<file path="config.mk">
export PLATFORM = sky130hd
export DESIGN_NAME = reg_read_unit_flat
export DESIGN_NICKNAME = d
export VERILOG_FILES = /design/src/rtl/reg_read_unit_pkg.sv /design/src/rtl/reg_read_unit_if.sv /design/src/rtl/reg_file_core.sv /design/src/rtl/reg_read_unit.sv /design/src/flat_wrapper.sv
export SDC_FILE = /design/constraint.sdc
export NUM_CORES = 2
export LEC_CHECK = 0
export BUFFER_PORTS_ARGS = -buffer_cell sky130_fd_sc_hd__clkbuf_2
export CAP_MARGIN = 10
export CELL_PAD_IN_SITES_DETAIL_PLACEMENT = 1
export CELL_PAD_IN_SITES_GLOBAL_PLACEMENT = 2
export CORE_MARGIN = 4
export CORE_UTILIZATION = 45
export CTS_CLUSTER_SIZE = 25
export DETAILED_ROUTE_END_ITERATION = 12
export PLACE_DENSITY = 0.89
export SYNTH_ARGS = -nofsm -noshare
export SYNTH_HDL_FRONTEND = slang
export SYNTH_SLANG_ARGS = --single-unit
</file>
<file path="constraint.sdc">
create_clock -name clk -period 3.1 [get_ports clk]
set_input_delay 0.31 -clock clk [delete_from_list [all_inputs] [get_ports clk]]
set_output_delay 0.31 -clock clk [all_outputs]
set_load 0.005 [all_outputs]
</file>
<file path="src/rtl/reg_read_unit_pkg.sv">
// rtl/reg_read_unit_pkg.sv - shared widths, zero-register index and forwarding select helper
package reg_read_unit_pkg;

  localparam int REG_DATA_W = 32;
  localparam int REG_ADDR_W = 5;
  localparam int REG_COUNT  = 32;
  localparam logic [REG_ADDR_W-1:0] REG_ZERO = 5'd0;

  typedef enum logic [2:0] {
    FWD_ZERO,
    FWD_EX,
    FWD_MEM,
    FWD_WB,
    FWD_ARRAY
  } fwd_sel_e;

  // Youngest producer wins; r0 and disabled ports never see forwarded data.
  function automatic fwd_sel_e fwd_select(input logic read_en, input logic addr_zero,
                                          input logic ex_hit, input logic mem_hit,
                                          input logic wb_hit);
    if (!read_en || addr_zero) return FWD_ZERO;
    if (ex_hit)                return FWD_EX;
    if (mem_hit)               return FWD_MEM;
    if (wb_hit)                return FWD_WB;
    return FWD_ARRAY;
  endfunction

endpackage

</file>
<file path="src/rtl/reg_read_unit_if.sv">
// rtl/reg_read_unit_if.sv - operand read requests, pipeline write-back buses and forwarded operands
interface reg_read_unit_if #(
  parameter int DATA_WIDTH = 32,
  parameter int ADDR_WIDTH = 5
);
  logic                  read_en_1;
  logic [ADDR_WIDTH-1:0] read_addr_1;
  logic                  read_en_2;
  logic [ADDR_WIDTH-1:0] read_addr_2;
  logic                  ex_write_en;
  logic [ADDR_WIDTH-1:0] ex_write_addr;
  logic [DATA_WIDTH-1:0] ex_write_data;
  logic                  ex_load_flag;
  logic                  mem_write_en;
  logic [ADDR_WIDTH-1:0] mem_write_addr;
  logic [DATA_WIDTH-1:0] mem_write_data;
  logic                  wb_write_en;
  logic [ADDR_WIDTH-1:0] wb_write_addr;
  logic [DATA_WIDTH-1:0] wb_write_data;
  logic [DATA_WIDTH-1:0] read_data_1;
  logic [DATA_WIDTH-1:0] read_data_2;
  logic                  load_stall_req;

  modport master (
    output read_en_1, read_addr_1, read_en_2, read_addr_2,
           ex_write_en, ex_write_addr, ex_write_data, ex_load_flag,
           mem_write_en, mem_write_addr, mem_write_data,
           wb_write_en, wb_write_addr, wb_write_data,
    input  read_data_1, read_data_2, load_stall_req
  );

  modport slave (
    input  read_en_1, read_addr_1, read_en_2, read_addr_2,
           ex_write_en, ex_write_addr, ex_write_data, ex_load_flag,
           mem_write_en, mem_write_addr, mem_write_data,
           wb_write_en, wb_write_addr, wb_write_data,
    output read_data_1, read_data_2, load_stall_req
  );
endinterface

</file>
<file path="src/rtl/reg_file_core.sv">
// rtl/reg_file_core.sv - GPR array with synchronous clear, one write port and two async read ports
module reg_file_core
  import reg_read_unit_pkg::*;
#(
  parameter int DATA_WIDTH = REG_DATA_W,
  parameter int ADDR_WIDTH = REG_ADDR_W,
  parameter int REG_NUM    = REG_COUNT
) (
  input  logic                  clk,
  input  logic                  rst,
  input  logic                  write_en,
  input  logic [ADDR_WIDTH-1:0] write_addr,
  input  logic [DATA_WIDTH-1:0] write_data,
  input  logic [ADDR_WIDTH-1:0] read_addr_1,
  input  logic [ADDR_WIDTH-1:0] read_addr_2,
  output logic [DATA_WIDTH-1:0] read_data_1,
  output logic [DATA_WIDTH-1:0] read_data_2
);

  logic [DATA_WIDTH-1:0] regs [REG_NUM];

  // r0 is never written, so it reads zero without a dedicated read-side mux.
  always_ff @(posedge clk) begin
    if (rst) begin
      for (int i = 0; i < REG_NUM; i++) regs[i] <= '0;
    end else if (write_en && write_addr != REG_ZERO) begin
      regs[write_addr] <= write_data;
    end
  end

  assign read_data_1 = regs[read_addr_1];
  assign read_data_2 = regs[read_addr_2];

endmodule

</file>
<file path="src/rtl/reg_read_unit.sv">
// rtl/reg_read_unit.sv - ID-stage operand read with EX/MEM/WB forwarding and load-use stall detection
module reg_read_unit
  import reg_read_unit_pkg::*;
#(
  parameter int DATA_WIDTH = REG_DATA_W,
  parameter int ADDR_WIDTH = REG_ADDR_W,
  parameter int REG_NUM    = REG_COUNT
) (
  input logic             clk,
  input logic             rst,
  reg_read_unit_if.slave  bus
);

  logic [DATA_WIDTH-1:0] array_data_1;
  logic [DATA_WIDTH-1:0] array_data_2;
  fwd_sel_e              sel_1;
  fwd_sel_e              sel_2;
  logic                  ex_hit_1;
  logic                  ex_hit_2;

  reg_file_core #(
    .DATA_WIDTH(DATA_WIDTH),
    .ADDR_WIDTH(ADDR_WIDTH),
    .REG_NUM   (REG_NUM)
  ) u_core (
    .clk        (clk),
    .rst        (rst),
    .write_en   (bus.wb_write_en),
    .write_addr (bus.wb_write_addr),
    .write_data (bus.wb_write_data),
    .read_addr_1(bus.read_addr_1),
    .read_addr_2(bus.read_addr_2),
    .read_data_1(array_data_1),
    .read_data_2(array_data_2)
  );

  assign ex_hit_1 = bus.ex_write_en && bus.ex_write_addr == bus.read_addr_1;
  assign ex_hit_2 = bus.ex_write_en && bus.ex_write_addr == bus.read_addr_2;

  assign sel_1 = fwd_select(bus.read_en_1, bus.read_addr_1 == REG_ZERO, ex_hit_1,
                            bus.mem_write_en && bus.mem_write_addr == bus.read_addr_1,
                            bus.wb_write_en && bus.wb_write_addr == bus.read_addr_1);
  assign sel_2 = fwd_select(bus.read_en_2, bus.read_addr_2 == REG_ZERO, ex_hit_2,
                            bus.mem_write_en && bus.mem_write_addr == bus.read_addr_2,
                            bus.wb_write_en && bus.wb_write_addr == bus.read_addr_2);

  always_comb begin
    bus.read_data_1 = '0;
    case (sel_1)
      FWD_EX:    bus.read_data_1 = bus.ex_write_data;
      FWD_MEM:   bus.read_data_1 = bus.mem_write_data;
      FWD_WB:    bus.read_data_1 = bus.wb_write_data;
      FWD_ARRAY: bus.read_data_1 = array_data_1;
      default:   bus.read_data_1 = '0;
    endcase
  end

  always_comb begin
    bus.read_data_2 = '0;
    case (sel_2)
      FWD_EX:    bus.read_data_2 = bus.ex_write_data;
      FWD_MEM:   bus.read_data_2 = bus.mem_write_data;
      FWD_WB:    bus.read_data_2 = bus.wb_write_data;
      FWD_ARRAY: bus.read_data_2 = array_data_2;
      default:   bus.read_data_2 = '0;
    endcase
  end

  // Load data only exists after MEM, so an operand hit on a load in EX must wait a cycle.
  assign bus.load_stall_req = bus.ex_load_flag && bus.ex_write_en &&
                              bus.ex_write_addr != REG_ZERO &&
                              ((bus.read_en_1 && ex_hit_1) || (bus.read_en_2 && ex_hit_2));

endmodule

</file>
<file path="src/flat_wrapper.sv">
// flat-port wrapper written by rule: the top's interface ports become plain ports
module reg_read_unit_flat import reg_read_unit_pkg::*;
#(
  parameter int DATA_WIDTH = REG_DATA_W,
  parameter int ADDR_WIDTH = REG_ADDR_W,
  parameter int REG_NUM    = REG_COUNT
)
  (clk, rst, bus_read_en_1, bus_read_addr_1, bus_read_en_2, bus_read_addr_2, bus_ex_write_en, bus_ex_write_addr, bus_ex_write_data, bus_ex_load_flag, bus_mem_write_en, bus_mem_write_addr, bus_mem_write_data, bus_wb_write_en, bus_wb_write_addr, bus_wb_write_data, bus_read_data_1, bus_read_data_2, bus_load_stall_req);
  reg_read_unit_if #(.DATA_WIDTH(DATA_WIDTH), .ADDR_WIDTH(ADDR_WIDTH)) bus_i ();
  input logic clk;
  input logic rst;
  input wire logic [$bits(bus_i.read_en_1)-1:0] bus_read_en_1;
  input wire logic [$bits(bus_i.read_addr_1)-1:0] bus_read_addr_1;
  input wire logic [$bits(bus_i.read_en_2)-1:0] bus_read_en_2;
  input wire logic [$bits(bus_i.read_addr_2)-1:0] bus_read_addr_2;
  input wire logic [$bits(bus_i.ex_write_en)-1:0] bus_ex_write_en;
  input wire logic [$bits(bus_i.ex_write_addr)-1:0] bus_ex_write_addr;
  input wire logic [$bits(bus_i.ex_write_data)-1:0] bus_ex_write_data;
  input wire logic [$bits(bus_i.ex_load_flag)-1:0] bus_ex_load_flag;
  input wire logic [$bits(bus_i.mem_write_en)-1:0] bus_mem_write_en;
  input wire logic [$bits(bus_i.mem_write_addr)-1:0] bus_mem_write_addr;
  input wire logic [$bits(bus_i.mem_write_data)-1:0] bus_mem_write_data;
  input wire logic [$bits(bus_i.wb_write_en)-1:0] bus_wb_write_en;
  input wire logic [$bits(bus_i.wb_write_addr)-1:0] bus_wb_write_addr;
  input wire logic [$bits(bus_i.wb_write_data)-1:0] bus_wb_write_data;
  output wire logic [$bits(bus_i.read_data_1)-1:0] bus_read_data_1;
  output wire logic [$bits(bus_i.read_data_2)-1:0] bus_read_data_2;
  output wire logic [$bits(bus_i.load_stall_req)-1:0] bus_load_stall_req;
  assign bus_i.read_en_1 = bus_read_en_1;
  assign bus_i.read_addr_1 = bus_read_addr_1;
  assign bus_i.read_en_2 = bus_read_en_2;
  assign bus_i.read_addr_2 = bus_read_addr_2;
  assign bus_i.ex_write_en = bus_ex_write_en;
  assign bus_i.ex_write_addr = bus_ex_write_addr;
  assign bus_i.ex_write_data = bus_ex_write_data;
  assign bus_i.ex_load_flag = bus_ex_load_flag;
  assign bus_i.mem_write_en = bus_mem_write_en;
  assign bus_i.mem_write_addr = bus_mem_write_addr;
  assign bus_i.mem_write_data = bus_mem_write_data;
  assign bus_i.wb_write_en = bus_wb_write_en;
  assign bus_i.wb_write_addr = bus_wb_write_addr;
  assign bus_i.wb_write_data = bus_wb_write_data;
  assign bus_read_data_1 = bus_i.read_data_1;
  assign bus_read_data_2 = bus_i.read_data_2;
  assign bus_load_stall_req = bus_i.load_stall_req;
  reg_read_unit #(.DATA_WIDTH(DATA_WIDTH), .ADDR_WIDTH(ADDR_WIDTH), .REG_NUM(REG_NUM)) u_core (.clk(clk), .rst(rst), .bus(bus_i));
endmodule
</file>
# Word level (Yosys, flattened, before mapping)
# Memories as Yosys holds them, arrays and structs flattened.
# Index checks and enable logic that the tools add are counted.
# classes
n_eq_ne	14
mux	46
n_reduce_logical	22
# ops
op	n
32-bit case mux with 4 select lines	2
3-bit 2-to-1 mux	16
32-bit 2-to-1 mux	1
32-bit OR reduction	1
5-bit == test	6
1-bit 2-to-1 mux	26
3-bit by 2-bit == test with 1-bit output (second input constant)	4
1-bit logical AND	12
5-bit logical NOT	2
5-bit nonzero test	2
3-bit by 1-bit == test with 1-bit output (second input constant)	2
3-bit == test (second input constant)	2
5-bit 2-to-1 mux	1
1-bit logical OR	3
1-bit logical NOT	2
# word_totals
reg_bits	0
mem_bits_rw	1024
input_bits	129
out_inout_bits	65
word_cells	83
n_memories	1
# mem_list
memory	words	width	rd	rd_ports_with_merged_regs	write_ports	line_no	text
u_core.u_core.regs	32	32	2	0	32	reg_file_core.sv:20	logic [DATA_WIDTH-1:0] regs [REG_NUM];

# Longest topological paths before layout
# depth
ltp_word	15
ltp_mapped	9

# By module
# From an unflattened synthesis, not the netlist that was laid out.
# hier_totals
hier_cells	4933
hier_area_um2	58294.7
# modules_own_cells
mod	n_inst	cells_per_inst	area_per_inst_um2	seq_area_each_um2
reg_file_core	1	4605	55888.6	30749.5
reg_read_unit	1	328	2406.1	0.0

# Worst setup path before layout
# No wires, ideal clock.
# synth_timing
kind	input to output
from	input port bus_read_addr_2[0]
to	output port bus_read_data_2[6]
arrival_time_ps	1939
t_required_ps	2790
setup_slack_ps	851
cell_stages	8
cell_sequence	buf_2 buf_4 buf_2 mux4_2 a211oi_1 a21oi_1 nand4_1 o211ai_1
# synth_via
elab_chain_cells	12
word_cells_on_any_way	31
# synth_lines
item	line_no	text
from (decl)	flat_wrapper.sv:15	input wire logic [$bits(bus_i.read_addr_2)-1:0] bus_read_addr_2;
5-bit == test	reg_read_unit.sv:45	bus.wb_write_en && bus.wb_write_addr == bus.read_addr_2);
1-bit logical AND	reg_read_unit.sv:45	
1-bit 2-to-1 mux (2 in a row)	reg_read_unit_pkg.sv:24	if (wb_hit) return FWD_WB;
1-bit 2-to-1 mux	reg_read_unit_pkg.sv:23	if (mem_hit) return FWD_MEM;
1-bit 2-to-1 mux	reg_read_unit_pkg.sv:22	if (ex_hit) return FWD_EX;
3-bit 2-to-1 mux	reg_read_unit_pkg.sv:25	return FWD_ARRAY;
3-bit 2-to-1 mux	reg_read_unit_pkg.sv:24	
3-bit 2-to-1 mux	reg_read_unit_pkg.sv:23	
3-bit 2-to-1 mux	reg_read_unit_pkg.sv:22	
3-bit == test, or another cell as far along	reg_read_unit.sv:60	case (sel_2)
32-bit case mux with 4 select lines (*)	reg_read_unit.sv:60	
to (decl)	flat_wrapper.sv:27	output wire logic [$bits(bus_i.read_data_2)-1:0] bus_read_data_2;
# Mark *: on every way between the ends. The rest lies on a longest branch, timed or not. The select of a mux whose other input is x is not followed.

==> impl_metrics.yaml <==
routing:
  ant_nets: 0
  drc: 0
  drt_iter0_drc: 7149
  dr.pass1.iters: 6
  drt_wl_total_um: 238300
  avgRoutedWirePerCell_um: 40.38
  via_per_inst: 7.290
  routed-via-count: 43020
timing:
  setup_ws_ns: -0.1605
  finalHoldViolCount: 0
  fmax_mhz: 306.7
  tightest_slew_ns: 1.142
  max_slew_margin: 0.2384
  grt_setup_unrepaired: "yes"
  setup_tns_ns: -0.2657
  timing.final.crit_share: 1.052
  fin_crit_ns: 3.260
  finalSetupViolCount: 8
  hold_slack_ns: 0.3561
  slew_violations: 0
finish:
  largest_reg_flops: 1024
  fin_util: 0.5235
  fill_cells: 11960
  final_area_um2: 65140
  reg.largest.list: "u_core.u_core.regs x1024"
  nets: 4287
  syn_to_final_growth_pct: 14.84
  drive_gt1_frac: 0.3096
  max_flop_register: "u_core.u_core.regs"
clock_network:
  cts_max_path_buffers: 3
  cts_tree: "yes"
  holdBufCountCts: 0
  cts_sinks: 1024
  htreeDepth: 3
  root_buffer: "clkbuf_16"
  cts_made_buffers: 110
  clk_pin_slew_ns: 0.06
power_and_ir_drop:
  power_w: 0.03474
  pwr-share-clk: 0.380
  ir_worst_vdd_v: 0.0004333
  comb_power_share: 0.145
  switchingPower_w: 0.009276
  p_sw_frac: 0.2670
  powerDensity_nw_per_um2: 533.4
  p_int_w: 0.02547
  seqPwrFrac: 0.474
  leakage_nw: 22.50
worst_setup_path:
  worst_ep_required_time_ns: 2.79
  worstSetupPathType: "flop to output port"
  critPathArrivalTime_ns: 2.95
  crit_path_start_kind: "flop"
  critPathCaptureType: "output port"
  crit_path_max_fanout: 2
grt:
  grtUsageTotal: 0.3555
  antenna_found_initial: 21
  grt_pass1_wl_um: 331200
  grt_pass1_vias: 43990
  grt_overflow: 0
  grt_start_max_net_pins: 43
status:
  violations: "negative setup slack"
  status: "finished with violations"
floorplan:
  coreArea_um2: 124400
  die_w_um: 363.0
  rows: 129
  die_height_um: 363.0
  die-area_um2: 131800
  initial_core_util: 0.4558
  ioPinCount: 194
yosys:
  synthFlopType: "edfxtp_1"
  syn_avg_cell_area_um2: 14.37
  synth-edff-count: 1024
  synth_top_area_frac: 0.5421
  syn-cell-area_um2: 56720
  synth_cells: 3947
  yosysWarnings: 0
  async_flop_share: 0
  netlist_top_cells_area: "edfxtp_1 (54%), mux4_2 (20%), and2_1 (11%)"
  ys_seq_elements: 1024
  synthDistinctLibCells: 51
  ys_seq_area_frac: 0.5421
  yosys.area.top_type: "edfxtp_1"
place:
  dpl_cell_area_um2: 61300
  hpwl_um: 152900
  io_buffers: 193
  place.gp.congestion: 0.9432
min_path:
  holdPathEnd: "u_core.u_core.regs[25][16]$_SDFFCE_PN0P_"
  whs_path_depth: 2
  hp-start: "bus_wb_write_data[16]"
  hp-class: "input port to flop"
job:
  cap_violations: 0
-- worst max-delay path, stage by stage, from the launching register on --
cell and delay (ns):
edfxtp_1 0.38, mux4_2 0.31, o22ai_1 0.13, nor4_2 0.40
nand4_1 0.52, o211ai_1 0.31, clkbuf_2 0.16
-- per-layer routing --
metal	vias to the layer above	share of wire	global-route usage
met1	21950	0.33	0.4464
met3	1073	0.15	0.1171
met5	-	0.000097	0.0007130
met4	4	0.075	0.2217
met2	4295	0.44	0.5355
li1	15700	-	-
-- how the worst max path moves through the flow --
stage | endpoint | from | slack (ns) | cells after the start
floorplan | bus_read_data_2[6] | bus_read_addr_2[0] | 0.85 | 8
global placement | bus_read_data_1[19] | bus_read_addr_1[3] | -0.008 | 8
detailed placement | bus_read_data_2[31] | bus_read_addr_2[0] | -0.005 | 8
CTS | bus_read_data_1[14] | u_core.u_core.regs[22][14]$_SDFFCE_PN0P_ | -0.02 | 7
global route | bus_read_data_1[14] | u_core.u_core.regs[22][14]$_SDFFCE_PN0P_ | -0.07 | 7
finish | bus_read_data_2[28] | u_core.u_core.regs[27][28]$_SDFFCE_PN0P_ | -0.16 | 6
-- cells by family (layout without fill, tap and decap cells) --
kind of cell	Yosys count	after routing	share of synthesized area
other	1	49	0.00006611
AOI/OAI and AO/OA	395	395	0.04824
DFF	1024	1024	0.5421
muxes	602	602	0.2203
and+or+nand+nor	1453	1453	0.1503
buffers and inverters	442	711	0.03432
xor gates and xnor gates	30	30	0.004632
-- placed cells by master, fill, tap and decap left out, drive strengths merged, types with 33 or more instances in the layout --
cell	synthesis	layout
buf	156	331
mux4	515	515
nand3	76	76
and3	33	33
o22ai	109	109
and2	998	998
o211ai	35	35
a211oi	78	78
nand2	123	123
a21oi	48	48
clkbuf	285	311
nand4	33	33
or2	35	35
mux2i	65	65
clkinv	0	50
edfxtp	1024	1024
nor2	80	80
-- synthesized netlist by cell type, types with 30 or more instances --
cell / n
a211oi_1: 78
a21oi_1: 48
a31oi_1: 30
and2_1: 998
and3_1: 33
buf_2: 113
clkbuf_1: 285
edfxtp_1: 1024
mux2i_1: 65
mux4_2: 515
nand2_1: 123
nand3_1: 76
nand4_1: 33
nor2_1: 80
o211ai_1: 35
o221ai_1: 32
o22ai_1: 109
or2_2: 33
-- power by group through the flow --
stage          Sequential, W  Combinational [W]  Clock, W
6_report              0.0165            0.00505    0.0132
5_1_grt               0.0165            0.00511    0.0138
4_1_cts               0.0164            0.00481    0.0133
3_5_place_dp          0.0167            0.00474         0
3_3_place_gp          0.0166            0.00463         0
2_1_floorplan         0.0165            0.00270         0
-- stage by stage --
step | setup WS (ns) | std cells
4_1_cts | -0.02085 | 5882
6_report | -0.1605 | 5901
5_1_grt | -0.06742 | 5886
3_3_place_gp | -0.008090 | 5679
3_5_place_dp | -0.004749 | 5680
2_1_floorplan | 0.8512 | 3978
-- area by class of cell --
class | instances | area, um2 | area share
sequential | 1024 | 30750 | 0.4721
multi-input combinational | 2512 | 24650 | 0.3785
timing repair buffer | 509 | 4164 | 0.06392
clock buffer | 133 | 2903 | 0.04456
tap | 1637 | 2048 | 0.03144
clock inverter | 68 | 575.6 | 0.008836
antenna | 17 | 42.54 | 0.0006531
inverter | 1 | 3.754 | 0.00005762
-- timing repair --
action	4_1_cts	5_1_grt
pin swaps	1	7
setup buffers	1	2
resized for setup	13	44
setup endpoints to repair	11	27
No activity file was read; power rests on OpenSTA's default activity.
